==> src/rtl/pipeline_controller_pkg.sv <==
// Shared definitions for the 5-stage pipeline hazard controller:
// FSM states, forwarding select codes and the scoreboard slot layout.
package pipeline_controller_pkg;

    typedef enum logic {
        ST_RUN      = 1'b0,
        ST_MEM_WAIT = 1'b1
    } state_t;

    localparam logic [1:0] FWD_RF  = 2'b00;
    localparam logic [1:0] FWD_MEM = 2'b01;
    localparam logic [1:0] FWD_WB  = 2'b10;

    localparam int WB_SEL_LOAD = 1;

    typedef struct packed {
        logic       valid;
        logic [4:0] rd;
        logic       we;
        logic       is_load;
        logic       is_mem;
    } slot_t;

    localparam slot_t SLOT_EMPTY = '0;

    // near = slot that will sit in MEM next cycle, far = slot that will sit in WB.
    function automatic logic [1:0] fwd_code(input logic [4:0] rs, input slot_t near, input slot_t far);
        logic [1:0] code;
        code = FWD_RF;
        if (rs != 5'd0) begin
            if (near.valid && near.we && (near.rd == rs)) begin
                code = FWD_MEM;
            end else if (far.valid && far.we && (far.rd == rs)) begin
                code = FWD_WB;
            end
        end
        return code;
    endfunction

endpackage

==> src/rtl/pipeline_controller_hazard_scoreboard.sv <==
// EX/MEM/WB destination scoreboard: shifts on every advance, detects
// load-use hazards at ID and registers the EX operand forwarding selects.
module pipeline_controller_hazard_scoreboard
    import pipeline_controller_pkg::*;
(
    input  logic        clk,
    input  logic        rst_n,
    input  logic        advance,
    input  logic        bubble,
    input  logic        id_valid,
    input  logic [4:0]  id_rs1,
    input  logic [4:0]  id_rs2,
    input  logic        id_use_rs1,
    input  logic        id_use_rs2,
    input  logic [4:0]  id_rd,
    input  logic        id_wb_we,
    input  logic        id_is_load,
    input  logic        id_mem,
    output logic        ex_valid,
    output logic        mem_busy,
    output logic        load_use,
    output logic [1:0]  fwd_a_sel,
    output logic [1:0]  fwd_b_sel,
    output logic [26:0] slots
);

    slot_t ex_q, mem_q, wb_q, id_slot;
    logic  rs1_hit, rs2_hit;

    always_comb begin
        id_slot = SLOT_EMPTY;
        if (id_valid) begin
            id_slot.valid   = 1'b1;
            id_slot.rd      = id_rd;
            id_slot.we      = id_wb_we && (id_rd != 5'd0);
            id_slot.is_load = id_is_load;
            id_slot.is_mem  = id_mem;
        end
    end

    // ex_q.we already implies rd != 0, so x0 never causes a stall.
    assign rs1_hit  = id_use_rs1 && (id_rs1 == ex_q.rd);
    assign rs2_hit  = id_use_rs2 && (id_rs2 == ex_q.rd);
    assign load_use = id_valid && ex_q.valid && ex_q.we && ex_q.is_load && (rs1_hit || rs2_hit);

    assign ex_valid = ex_q.valid;
    assign mem_busy = mem_q.valid && mem_q.is_mem;
    assign slots    = {ex_q, mem_q, wb_q};

    always_ff @(posedge clk) begin
        if (!rst_n) begin
            ex_q      <= SLOT_EMPTY;
            mem_q     <= SLOT_EMPTY;
            wb_q      <= SLOT_EMPTY;
            fwd_a_sel <= FWD_RF;
            fwd_b_sel <= FWD_RF;
        end else if (advance) begin
            wb_q  <= mem_q;
            mem_q <= ex_q;
            if (bubble || !id_valid) begin
                ex_q      <= SLOT_EMPTY;
                fwd_a_sel <= FWD_RF;
                fwd_b_sel <= FWD_RF;
            end else begin
                ex_q      <= id_slot;
                fwd_a_sel <= fwd_code(id_rs1, ex_q, mem_q);
                fwd_b_sel <= fwd_code(id_rs2, ex_q, mem_q);
            end
        end
    end

endmodule

==> src/rtl/pipeline_controller.sv <==
// Hazard and sequencing controller: memory-wait freeze, branch redirect flush,
// load-use stall, forwarding selects and a stall-cycle performance counter.
module pipeline_controller
    import pipeline_controller_pkg::*;
#(
    parameter int CNT_W = 32
) (
    input  logic             i_clk,
    input  logic             i_rst_n,
    input  logic             i_id_valid,
    input  logic [4:0]       i_id_rs1,
    input  logic [4:0]       i_id_rs2,
    input  logic             i_id_use_rs1,
    input  logic             i_id_use_rs2,
    input  logic [4:0]       i_id_rd,
    input  logic             i_id_wb_we,
    input  logic [2:0]       i_id_wb_sel,
    input  logic             i_id_mem,
    input  logic             i_ex_redirect,
    input  logic             i_mem_ready,
    output logic             o_pc_en,
    output logic             o_ifid_en,
    output logic             o_ifid_flush,
    output logic             o_idex_bubble,
    output logic             o_pipe_en,
    output logic [1:0]       o_fwd_a_sel,
    output logic [1:0]       o_fwd_b_sel,
    output logic [CNT_W-1:0] o_stall_cnt,
    output logic             o_dbg_state,
    output logic [26:0]      o_dbg_slots
);

    state_t state, state_next;
    logic   ex_valid, mem_busy, load_use, frozen;
    logic   unused_wb_sel;

    assign unused_wb_sel = ^{i_id_wb_sel[2], i_id_wb_sel[0]};

    pipeline_controller_hazard_scoreboard u_scoreboard (
        .clk        (i_clk),
        .rst_n      (i_rst_n),
        .advance    (o_pipe_en),
        .bubble     (o_idex_bubble),
        .id_valid   (i_id_valid),
        .id_rs1     (i_id_rs1),
        .id_rs2     (i_id_rs2),
        .id_use_rs1 (i_id_use_rs1),
        .id_use_rs2 (i_id_use_rs2),
        .id_rd      (i_id_rd),
        .id_wb_we   (i_id_wb_we),
        .id_is_load (i_id_wb_sel[WB_SEL_LOAD]),
        .id_mem     (i_id_mem),
        .ex_valid   (ex_valid),
        .mem_busy   (mem_busy),
        .load_use   (load_use),
        .fwd_a_sel  (o_fwd_a_sel),
        .fwd_b_sel  (o_fwd_b_sel),
        .slots      (o_dbg_slots)
    );

    always_ff @(posedge i_clk) begin
        if (!i_rst_n) begin
            state       <= ST_RUN;
            o_stall_cnt <= '0;
        end else begin
            state <= state_next;
            if (!o_pc_en) begin
                o_stall_cnt <= o_stall_cnt + CNT_W'(1);
            end
        end
    end

    // The ready response is used in the same cycle, so the cycle in which
    // i_mem_ready rises is already a normal (possibly redirecting) cycle.
    always_comb begin
        state_next    = state;
        frozen        = 1'b0;
        o_pc_en       = 1'b1;
        o_ifid_en     = 1'b1;
        o_ifid_flush  = 1'b0;
        o_idex_bubble = 1'b0;
        o_pipe_en     = 1'b1;
        case (state)
            ST_RUN: begin
                frozen = mem_busy && !i_mem_ready;
                if (frozen) state_next = ST_MEM_WAIT;
            end
            ST_MEM_WAIT: begin
                frozen = !i_mem_ready;
                if (i_mem_ready) state_next = ST_RUN;
            end
            default: state_next = ST_RUN;
        endcase
        if (frozen) begin
            o_pc_en   = 1'b0;
            o_ifid_en = 1'b0;
            o_pipe_en = 1'b0;
        end else if (i_ex_redirect && ex_valid) begin
            o_ifid_flush  = 1'b1;
            o_idex_bubble = 1'b1;
        end else if (load_use) begin
            o_pc_en       = 1'b0;
            o_ifid_en     = 1'b0;
            o_idex_bubble = 1'b1;
        end
    end

    assign o_dbg_state = state;

endmodule

==> config.mk <==
export PLATFORM = sky130hd
export DESIGN_NAME = pipeline_controller
export DESIGN_NICKNAME = d
export VERILOG_FILES = /design/src/rtl/pipeline_controller_pkg.sv /design/src/rtl/pipeline_controller_hazard_scoreboard.sv /design/src/rtl/pipeline_controller.sv
export SDC_FILE = /design/constraint.sdc
export NUM_CORES = 1
export LEC_CHECK = 0
export BUFFER_PORTS_ARGS = -buffer_cell sky130_fd_sc_hd__buf_2
export CORE_UTILIZATION = 36
export CTS_BUF_LIST = sky130_fd_sc_hd__clkbuf_8
export DETAILED_ROUTE_END_ITERATION = 10
export PLACE_DENSITY = 0.66
export SETUP_SLACK_MARGIN = 0.05
export SKIP_CTS_REPAIR_TIMING = 1
export SLEW_MARGIN = 20
export SYNTH_ARGS = -nofsm -noshare
export SYNTH_HDL_FRONTEND = slang
export SYNTH_SLANG_ARGS = --single-unit
==> constraint.sdc <==
create_clock -name i_clk -period 2 [get_ports i_clk]
set_input_delay 0.4 -clock i_clk [delete_from_list [all_inputs] [get_ports i_clk]]
set_output_delay 0.4 -clock i_clk [all_outputs]
set_load 0.02 [all_outputs]
==> flow_summary_export.csv <==
group,metric,value,unit
run_status,status,"finished with violations",
run_status,violations,"design-rule violations, negative setup slack",
yosys,syn_area_per_cell,8.09,µm²
layout,mostFrequentLayoutCell,"nand2_1",
clock_tree,htreeDepth,3,
timing,rsz0062_at_grt,"yes",
timing,relSlewSlack,62.6,%
yosys,synthCells,410,
floorplan,die_x,98.0,µm
worst_setup_path,arrival,1.78,ns
floorplan,dieArea,9600,µm²
route,route.vias.total,3349,
timing,min_period,2.18,ns
worst_setup_path,critPathMaxFanout,5,
worst_setup_path,start_kind,"register",
worst_setup_path,cpPeakStageDelay,0.38,ns
route,remaining_drc_errors,4,
yosys,synth_seq_area_share,38.6,%
route,routed_wl,9.95,mm
clock_tree,cts.sinks,64,
clock_tree,cts_made_buffers,9,
worst_setup_path,crit_chain,"xor2_4 > nor4_4 > buf_4 > a41o_4 > nor2_4 > buf_6",
clock_tree,cts_tree,"built",
pwr,p_switching,677,µW
floorplan,core,8810,µm²
yosys,yosysWarnings,0,
yosys,ys_seq_elements,64,
layout,antenna_cells,0,
timing,fmax,0.459,GHz
layout,drive_gt1_share,34.6,%
pwr,power.share.switching,24.2,%
placement,io_buffers,93,
pwr,power.internal,2.12,mW
global_routing,antenna_found_initial,0,
timing,setup_viol,5,
yosys,ys_types,36,
worst_setup_path,crit_path_end_kind,"output pin",
timing,drv_slew,0,
clock_tree,clk_pin_slew,0.07,ns
clock_tree,cts-root-buf,"clkbuf_8",
placement,dp_cells,618,
yosys,yosys-top-cells-area,"dfxtp_1 (39%), nand2_1 (11%), mux2i_1 (9.1%)",
floorplan,ios,96,
yosys,netlist_area,3320,µm²
route,antenna_left,0,
route,wl_per_cell,15.6,µm
layout,synthToLayoutAreaGrowth,38.4,%
floorplan,start_util,37.7,%
route,drtIter0Drc,171,
global_routing,grt_pass1_vias,3041,
pwr,p_leak,1.91,nW
layout,fin_nets,552,
floorplan,die_h,98.0,µm
yosys,synthArstFlopShare,0,%
yosys,synth_flop_cell,"dfxtp_1",
global_routing,grt_max_degree,61,
placement,dp_hpwl,6.81,mm
pwr,p_comb_share,8.7,%
route,viasPerCell,5.26,
yosys,synth_edf_count,0,
worst_setup_path,cp.required,1.60,ns
pwr,ir_drop,0.000401,V
flow_run,drv_cap,0,
global_routing,grt_pass1_wl,15.0,mm
layout,final_cell_mix,"nand2_1 (99), buf_2 (89), dfxtp_1 (58), mux2i_1 (30), buf_4 (30)",
clock_tree,clk-insertion-delay-late,0.34,ns
timing,fin_ws,-0.179,ns
layout,fin_cells,637,
clock_tree,cts_buffer_depth,2,
worst_setup_path,crit_type,"reg2out",
yosys,yosys.area.top_type,"dfxtp_1",
worst_setup_path,slowest_stage,"dfxtp_4",
timing,fin_skew,0.00683,ns
global_routing,grt_overflow,0,
worst_hold_path,hold_path.class,"in2reg",
route,first_pass_iters,7,
pwr,seq_power_share,47.0,%
timing,worstMarginPinSlew,0.561,ns
yosys,synth_top_area_share,38.6,%
pwr,powerDensity,610,nW/µm²
floorplan,rows,34,
pwr,clkPwrFrac,44.4,%
timing,finalHoldViolCount,0,
yosys,syn-num-nets,438,
global_routing,grt_util_all_layers,19.5,%
placement,place_congestion,0.881,
timing,min_period_over_period,109,%
pwr,total_power,2.80,mW
## layout make-up
| type | count | area, µm² |
|---|---|---|
| Fill cell | 840 | 4220 |
| Multi-Input combinational cell | 307 | 2060 |
| Sequential cell | 64 | 1290 |
| Timing Repair Buffer | 127 | 823 |
| Clock buffer | 10 | 138 |
| Tap cell | 108 | 135 |
| Clock inverter | 6 | 83.8 |
| Inverter | 15 | 56.3 |
## power groups by stage
stage,logic [mW],clock network [mW],registers (mW)
after floorplan,0.101,0,1.36
after global placement,0.220,0,1.34
after detailed placement,0.226,0,1.34
after CTS,0.226,1.26,1.31
after global routing,0.267,1.31,1.32
final,0.243,1.24,1.31
## final timing paths
kind	startpoint	slack, ns	end	depth (start not counted)
setup / recovery	u_scoreboard.slots[21]	-0.18	o_ifid_en	6
hold / removal	i_id_rd[4]	0.31	u_scoreboard.slots[25]	3
setup reg to reg	u_scoreboard.slots[21]	-0.01	o_stall_cnt[3]	7
hold reg to reg	u_scoreboard.slots[2]	0.45	u_scoreboard.slots[2]	2
## metrics by stage
step / setup TNS [ns] / util, % / hold slack, ns / worst slack [ns] / cell area, µm²
2_1_floorplan: 0 / - / 0.482 / 0.0151 / 3330
3_3_place_gp: -0.0803 / 46.5 / 0.437 / -0.0465 / 4090
3_5_place_dp: -0.413 / 46.5 / 0.443 / -0.0672 / 4090
4_1_cts: -0.906 / 49.0 / 0.309 / -0.267 / 4320
5_1_grt: -1.47 / 52.1 / 0.331 / -0.264 / 4590
6_report: -0.516 / 52.1 / 0.312 / -0.179 / 4590
## cells in the mapped netlist (2+ instances only)
cell	n
nand2_1	100
dfxtp_1	64
mux2i_1	30
a21oi_1	27
nand2b_1	27
xor2_1	17
a311oi_1	16
inv_1	15
nand4_1	15
clkbuf_1	14
nand3_1	14
o21ai_0	13
nor2_1	11
buf_2	5
nor3_1	5
and3_1	4
o31ai_1	4
a311oi_2	3
xnor2_1	3
a31oi_1	2
and2_1	2
buf_4	2
buf_6	2
nor4_1	2
or4_1	2
## logic make-up (layout without fill, tap and decap cells)
group,count (synthesis),count (layout),synth area share (%)
compound gates,69,69,14.2
xor+xnor,20,20,5.28
fa+ha+maj,1,1,0.377
buf+inv,39,158,5.28
flops,64,64,38.6
mux,30,30,9.05
simple gates,187,187,27.2
## critical path, delay by kind of cell (launching register included)
family | cells | cell delay [ns]
buffers and inverters | 2 | 0.31
AOI/OAI and AO/OA | 1 | 0.21
and+or+nand+nor | 2 | 0.37
xor gates and xnor gates | 1 | 0.16
DFF | 1 | 0.38
## layer usage
layer  vias to the layer above  part of all wire (%)  global-route usage [%]
li1                       1652                     -                       -
met1                      1580                    45                    26.0
met2                       101                    47                    31.0
met3                        16                   5.7                    4.22
met4                         0                   2.1                    6.88
met5                         -                     0                       0
## registers in the layout, indices dropped and copies added (netlist names)
name / flops
o_dbg_state: 1
o_stall_cnt: 32
u_scoreboard.ex_valid: 1
u_scoreboard.fwd_a_sel: 2
u_scoreboard.fwd_b_sel: 2
u_scoreboard.slots: 26
No activity file was read; power rests on OpenSTA's default activity.
